$ cat config.mk
export PLATFORM = sky130hd
export DESIGN_NAME = div_seq
export DESIGN_NICKNAME = d
export VERILOG_FILES = /design/src/rtl/div_seq_pkg.sv /design/src/rtl/div_seq.sv
export SDC_FILE = /design/constraint.sdc
export NUM_CORES = 1
export LEC_CHECK = 0
export CAP_MARGIN = 10
export CORE_MARGIN = 1
export CORE_UTILIZATION = 61
export DETAILED_ROUTE_END_ITERATION = 7
export HOLD_SLACK_MARGIN = 0.15
export PLACE_DENSITY_LB_ADDON = 0.12
export SYNTH_ARGS = -nofsm -noshare
export SYNTH_HDL_FRONTEND = slang
export SYNTH_SLANG_ARGS = --single-unit
$ cat constraint.sdc
create_clock -name clk -period 4.6 [get_ports clk]
set_input_delay 1.38 -clock clk [delete_from_list [all_inputs] [get_ports clk]]
set_output_delay 1.38 -clock clk [all_outputs]
set_load 0.02 [all_outputs]
$ cat src/rtl/div_seq_pkg.sv
// Shared encodings for the multi-cycle divider sequencer.
package div_seq_pkg;

  // 2-bit state encoding shared with the EX stage decode.
  typedef enum logic [1:0] {
    DIV_FREE    = 2'b00,
    DIV_BYZERO  = 2'b01,
    DIV_ON      = 2'b10,
    DIV_END     = 2'b11
  } div_state_e;

  localparam logic DIV_RESULT_READY     = 1'b1;
  localparam logic DIV_RESULT_NOT_READY = 1'b0;
  localparam logic DIV_START            = 1'b1;
  localparam logic DIV_STOP             = 1'b0;
  localparam logic DIV_SIGNED           = 1'b1;
  localparam logic DIV_UNSIGNED         = 1'b0;

endpackage

$ cat src/rtl/div_seq.sv
// Radix-2 restoring divider sequencer for DIV/DIVU.
// Returns {remainder, quotient}; holds the result until EX drops start.
//
// state  | meaning
// FREE   | idle, waiting for start; outputs zero
// BYZERO | divisor was zero; result forced to zero next edge
// ON     | one shift/subtract iteration per cycle, WIDTH iterations
// END    | result valid, held while start stays high
module div_seq
  import div_seq_pkg::*;
#(
  parameter int WIDTH = 32
) (
  input  logic               clk,
  input  logic               rst,
  input  logic               signed_div_i,
  input  logic [WIDTH-1:0]   opdata1_i,
  input  logic [WIDTH-1:0]   opdata2_i,
  input  logic               start_i,
  input  logic               annul_i,
  output logic [2*WIDTH-1:0] result_o,
  output logic               ready_o
);

  localparam int CNT_W = $clog2(WIDTH) + 1;

  div_state_e           state_q;
  logic [CNT_W-1:0]     cnt_q;
  logic [2*WIDTH:0]     dvd_q;
  logic [WIDTH-1:0]     divisor_q;
  logic                 signed_q;
  logic                 op1_neg_q;
  logic                 op2_neg_q;
  logic [2*WIDTH-1:0]   result_q;
  logic                 ready_q;

  logic [WIDTH:0]       diff;
  logic [2*WIDTH:0]     dvd_d;
  logic [WIDTH-1:0]     op1_abs;
  logic [WIDTH-1:0]     op2_abs;
  logic [WIDTH-1:0]     quo_fix;
  logic [WIDTH-1:0]     rem_fix;

  // Two's complement; 0x80000000 maps to itself, which reads as 2^31 unsigned.
  function automatic logic [WIDTH-1:0] neg(input logic [WIDTH-1:0] v);
    return ~v + WIDTH'(1);
  endfunction

  // Operand magnitudes taken at acceptance.
  always_comb begin
    op1_abs = opdata1_i;
    op2_abs = opdata2_i;
    if (signed_div_i == DIV_SIGNED && opdata1_i[WIDTH-1]) op1_abs = neg(opdata1_i);
    if (signed_div_i == DIV_SIGNED && opdata2_i[WIDTH-1]) op2_abs = neg(opdata2_i);
  end

  // Trial subtract of the divisor from the current partial remainder.
  always_comb begin
    diff  = {1'b0, dvd_q[2*WIDTH-1:WIDTH]} - {1'b0, divisor_q};
    dvd_d = dvd_q << 1;
    if (!diff[WIDTH]) dvd_d = {diff[WIDTH-1:0], dvd_q[WIDTH-1:0], 1'b1};
  end

  // Sign fix-up applied when the last iteration has completed.
  always_comb begin
    quo_fix = dvd_q[WIDTH-1:0];
    rem_fix = dvd_q[2*WIDTH:WIDTH+1];
    if (signed_q == DIV_SIGNED && (op1_neg_q ^ op2_neg_q)) quo_fix = neg(dvd_q[WIDTH-1:0]);
    if (signed_q == DIV_SIGNED && op1_neg_q) rem_fix = neg(dvd_q[2*WIDTH:WIDTH+1]);
  end

  // Sequencer FSM with registered result and ready.
  always_ff @(posedge clk) begin
    if (rst) begin
      state_q   <= DIV_FREE;
      cnt_q     <= '0;
      dvd_q     <= '0;
      divisor_q <= '0;
      signed_q  <= DIV_UNSIGNED;
      op1_neg_q <= 1'b0;
      op2_neg_q <= 1'b0;
      result_q  <= '0;
      ready_q   <= DIV_RESULT_NOT_READY;
    end else if (annul_i) begin
      // A flush abandons any work; in FREE it simply blocks acceptance.
      state_q  <= DIV_FREE;
      result_q <= '0;
      ready_q  <= DIV_RESULT_NOT_READY;
    end else begin
      case (state_q)
        DIV_FREE: begin
          result_q <= '0;
          ready_q  <= DIV_RESULT_NOT_READY;
          if (start_i == DIV_START) begin
            if (opdata2_i == '0) begin
              state_q <= DIV_BYZERO;
            end else begin
              state_q   <= DIV_ON;
              cnt_q     <= '0;
              divisor_q <= op2_abs;
              dvd_q     <= {{WIDTH{1'b0}}, op1_abs, 1'b0};
              signed_q  <= signed_div_i;
              op1_neg_q <= opdata1_i[WIDTH-1];
              op2_neg_q <= opdata2_i[WIDTH-1];
            end
          end
        end
        DIV_BYZERO: begin
          state_q  <= DIV_END;
          result_q <= '0;
          ready_q  <= DIV_RESULT_READY;
        end
        DIV_ON: begin
          if (cnt_q != CNT_W'(WIDTH)) begin
            dvd_q <= dvd_d;
            cnt_q <= cnt_q + CNT_W'(1);
          end else begin
            state_q  <= DIV_END;
            cnt_q    <= '0;
            result_q <= {rem_fix, quo_fix};
            ready_q  <= DIV_RESULT_READY;
          end
        end
        DIV_END: begin
          if (start_i == DIV_STOP) begin
            state_q  <= DIV_FREE;
            result_q <= '0;
            ready_q  <= DIV_RESULT_NOT_READY;
          end
        end
        default: begin
          state_q  <= DIV_FREE;
          result_q <= '0;
          ready_q  <= DIV_RESULT_NOT_READY;
        end
      endcase
    end
  end

  assign result_o = result_q;
  assign ready_o  = ready_q;

endmodule
==> results.py <==
metrics = {
    "run_status": {
        "status": "complete, no violations",
    },
    "detailed_routing": {
        "drt_pass1_iterations": 6,
        "viasPerCell": 5.98,
        "route.vias.total": 10600,
        "drt_drc_violations_left": 0,
        "drtAntennaViolNets": 0,
        "first_iter_violations": 999,
        "routed_wl_mm": 28.9,
        "wire_per_inst_um": 16.3,
    },
    "setup_path": {
        "arrival_ns": 4.36,
        "r2r-end": "dvd_q[35]$_SDFFE_PP0P_",
        "worstSetupPathType": "in2reg",
        "slowest_stage": "nor4_4",
        "required_ns": 4.97,
        "endpoint_kind": "flip-flop",
        "crit_start": "opdata2_i[5]",
        "worst-path-max-fanout": 31,
        "crit_path_max_incr_delay_ns": 0.50,
        "r2r_setup_slack_ns": 1.28,
        "ff2ff_path_depth": 10,
        "crit_path_start_kind": "input pin",
        "worstPathCellList": "clkdlybuf4s50_1, nor4_2, nand4b_2, nor4_4, a211oi_4, o21a_4, nor2_4, buf_4, a32o_1, a31o_1",
        "cp-endpoint": "dvd_q[53]$_SDFFE_PP0P_",
        "r2r-start": "dvd_q[50]$_SDFFE_PP0P_",
    },
    "pwr": {
        "ir_drop_v": 0.000290,
        "seq_power_share_pct": 41.8,
        "power_frac_clock_pct": 40.3,
        "p_per_area_nw_per_um2": 294,
        "intPower_uw": 2720,
        "swShare_pct": 28.7,
        "leakage_uw": 0.00482,
        "comb_power_share_pct": 17.9,
        "p_switching_uw": 1100,
    },
    "place": {
        "dpl_worst_slack_ns": 0.178,
        "place.gp.congestion": 0.914,
        "dpl.hpwl_mm": 21.7,
        "portBuffers": 133,
    },
    "cts": {
        "clock-sinks": 173,
        "cts_hold_buf": 0,
        "ctsHtreeMaxLevel": 4,
        "worstSkewPairLatency_ns": 0.43,
        "cts_root_buf": "clkbuf_16",
        "cts_buffers": 17,
        "clkTransAtPathRegs_ns": 0.07,
        "tritoncts": "yes",
        "clockBufferDepth": 2,
        "postCtsResizedCells": 0,
        "cts_setup_buffers": 0,
    },
    "job": {
        "max_cap_viol_count": 0,
    },
    "logic_synthesis": {
        "yosys-top-cells-count": "nand2_1, dfxtp_1, nor2_1",
        "synth_top_area_cell": "dfxtp_1",
        "synth-async-reset-ratio_pct": 0,
        "yosysMostFrequentCell": "nand2_1",
        "synth_nets": 1562,
        "synth_enable_flop_cells": 0,
        "ys_ff_latch": 173,
        "synthFlopType": "dfxtp_1",
        "yosysTopAreaCellShare_pct": 31.5,
        "yosys.cell_types.count": 70,
        "netlist_area_um2": 11000,
        "synth_area_leaders": "dfxtp_1, nand2_1, xnor2_1, o21ai_0, nor2_1",
        "yosys_warnings": 0,
        "synthCells": 1450,
        "ys_seq_area_share_pct": 31.5,
        "synth_area_per_cell_um2": 7.58,
    },
    "timing": {
        "skew_ns": 0.0133,
        "setup_viol": 0,
        "maxSlewViolCount": 0,
        "tns_ns": 0,
        "max_freq_mhz": 251,
        "max_slew_margin_pct": 45.3,
        "finalHoldViolCount": 0,
        "fin_ws_ns": 0.614,
        "rsz0062_at_grt": "false",
        "fin_crit_sh_pct": 86.7,
        "tightestPinTransition_ns": 0.810,
        "min_period_ns": 3.99,
    },
    "floorplan": {
        "initial_core_util_pct": 63.1,
        "num_rows": 48,
        "pin_count": 134,
        "die_h_um": 136,
        "fp.dieArea_um2": 18500,
        "core_um2": 17400,
        "die-width_um": 136,
    },
    "grt": {
        "grt_pass1_vias": 9166,
        "grt_pass1_wl_mm": 45.9,
        "grt_overflow": 0,
        "grt_start_max_net_pins": 77,
        "antenna_found_initial": 0,
        "track_usage_pct": 31.2,
    },
    "cells_and_area": {
        "diodes": 0,
        "final.fill_count": 1381,
        "finish.utilization_pct": 74.6,
        "area_delta_synth_final_pct": 18.3,
        "fin_nets": 1648,
        "drive_above_1_share_pct": 4.58,
    },
    "worst_hold_path": {
        "hold_path.class": "reg2reg",
    },
}
power by group through the flow:
| stage | Clock [µW] | Combinational (µW) | Sequential [µW] |
|---|---|---|---|
| floorplan | 0 | 483 | 1600 |
| global placement | 0 | 660 | 1620 |
| detailed placement | 0 | 669 | 1630 |
| CTS | 1550 | 673 | 1590 |
| global route | 1610 | 754 | 1600 |
| finish | 1540 | 685 | 1600 |
cells in the final DEF (no fill, tap or decap), drive strengths merged, types with 5 or more instances in the layout:
cell and instances:
a211oi 31, a21o 10, a21oi 115, a22oi 50, a31o 6, a31oi 11
and2 13, and3 8, buf 13, clkbuf 20, clkdlybuf4s50 132, dfxtp 173
ha 42, inv 70, mux2i 13, nand2 191, nand2b 13, nand3 22
nand3b 7, nor2 164, nor2b 7, nor3 19, nor4 23, o211ai 8
o21a 7, o21ai 132, o31ai 24, o41ai 11, or2 5, or3 6
or4 11, xnor2 74, xor2 69
cell families after synthesis:
logic type | after synthesis | synth area share, %
simple gates | 503 | 21.1
compound gates | 431 | 24.5
flops | 173 | 31.5
xor+xnor | 143 | 11.4
buf+inv | 142 | 5.17
fa+ha+maj | 43 | 4.97
mux | 15 | 1.39
worst min path at each step:
stage	cells after the start	startpoint	endpoint	slack (ns)
floorplan	2	cnt_q[5]$_SDFFE_PP0P_	cnt_q[5]$_SDFFE_PP0P_	0.46
global route	2	result_o[34]$_SDFFE_PP0P_	result_o[34]$_SDFFE_PP0P_	0.47
detailed placement	2	result_o[59]$_SDFFE_PP0P_	result_o[59]$_SDFFE_PP0P_	0.44
global placement	2	result_o[57]$_SDFFE_PP0P_	result_o[57]$_SDFFE_PP0P_	0.43
finish	2	result_o[34]$_SDFFE_PP0P_	result_o[34]$_SDFFE_PP0P_	0.45
CTS	2	result_o[34]$_SDFFE_PP0P_	result_o[34]$_SDFFE_PP0P_	0.46
cell type report:
class                      count  area (µm²)  share of cell area, %
clock buffer                  20         457                   3.51
multi-input combinational   1135        6960                   53.5
timing repair buffer         145        1430                   11.0
clock inverter                12         170                   1.31
sequential                   173        3460                   26.6
inverter                      64         240                   1.85
tap                          225         282                   2.17
critical path, delay by kind of cell:
kind / cells / cell delay [ns]
compound gates: 4 / 0.82
simple gates: 4 / 1.36
buf+inv: 2 / 0.78
registers in the layout, indices dropped and copies added, names as in the netlist:
name	count
result_o	64
cnt_q	6
op1_neg_q	1
op2_neg_q	1
divisor_q	32
signed_q	1
ready_o	1
state_q	2
dvd_q	65
through the flow:
| stage | cell area, µm² | hold slack, ns | power (µW) | cells |
|---|---|---|---|---|
| after floorplan | 11000 | 0.458 | 2090 | 1450 |
| after global placement | 12400 | 0.434 | 2280 | 1742 |
| after detailed placement | 12400 | 0.441 | 2300 | 1742 |
| after CTS | 13000 | 0.456 | 3820 | 1774 |
| after global routing | 13000 | 0.469 | 3960 | 1774 |
| final | 13000 | 0.451 | 3820 | 1774 |
routing by layer:
metal	vias to the layer above	share of wire (%)	GRT usage (%)
li1	5281	-	-
met1	4845	48	48.8
met2	467	41	43.3
met3	20	9.7	5.29
met4	0	0.91	7.04
met5	-	0	0
(Power assumes the default switching activity.)
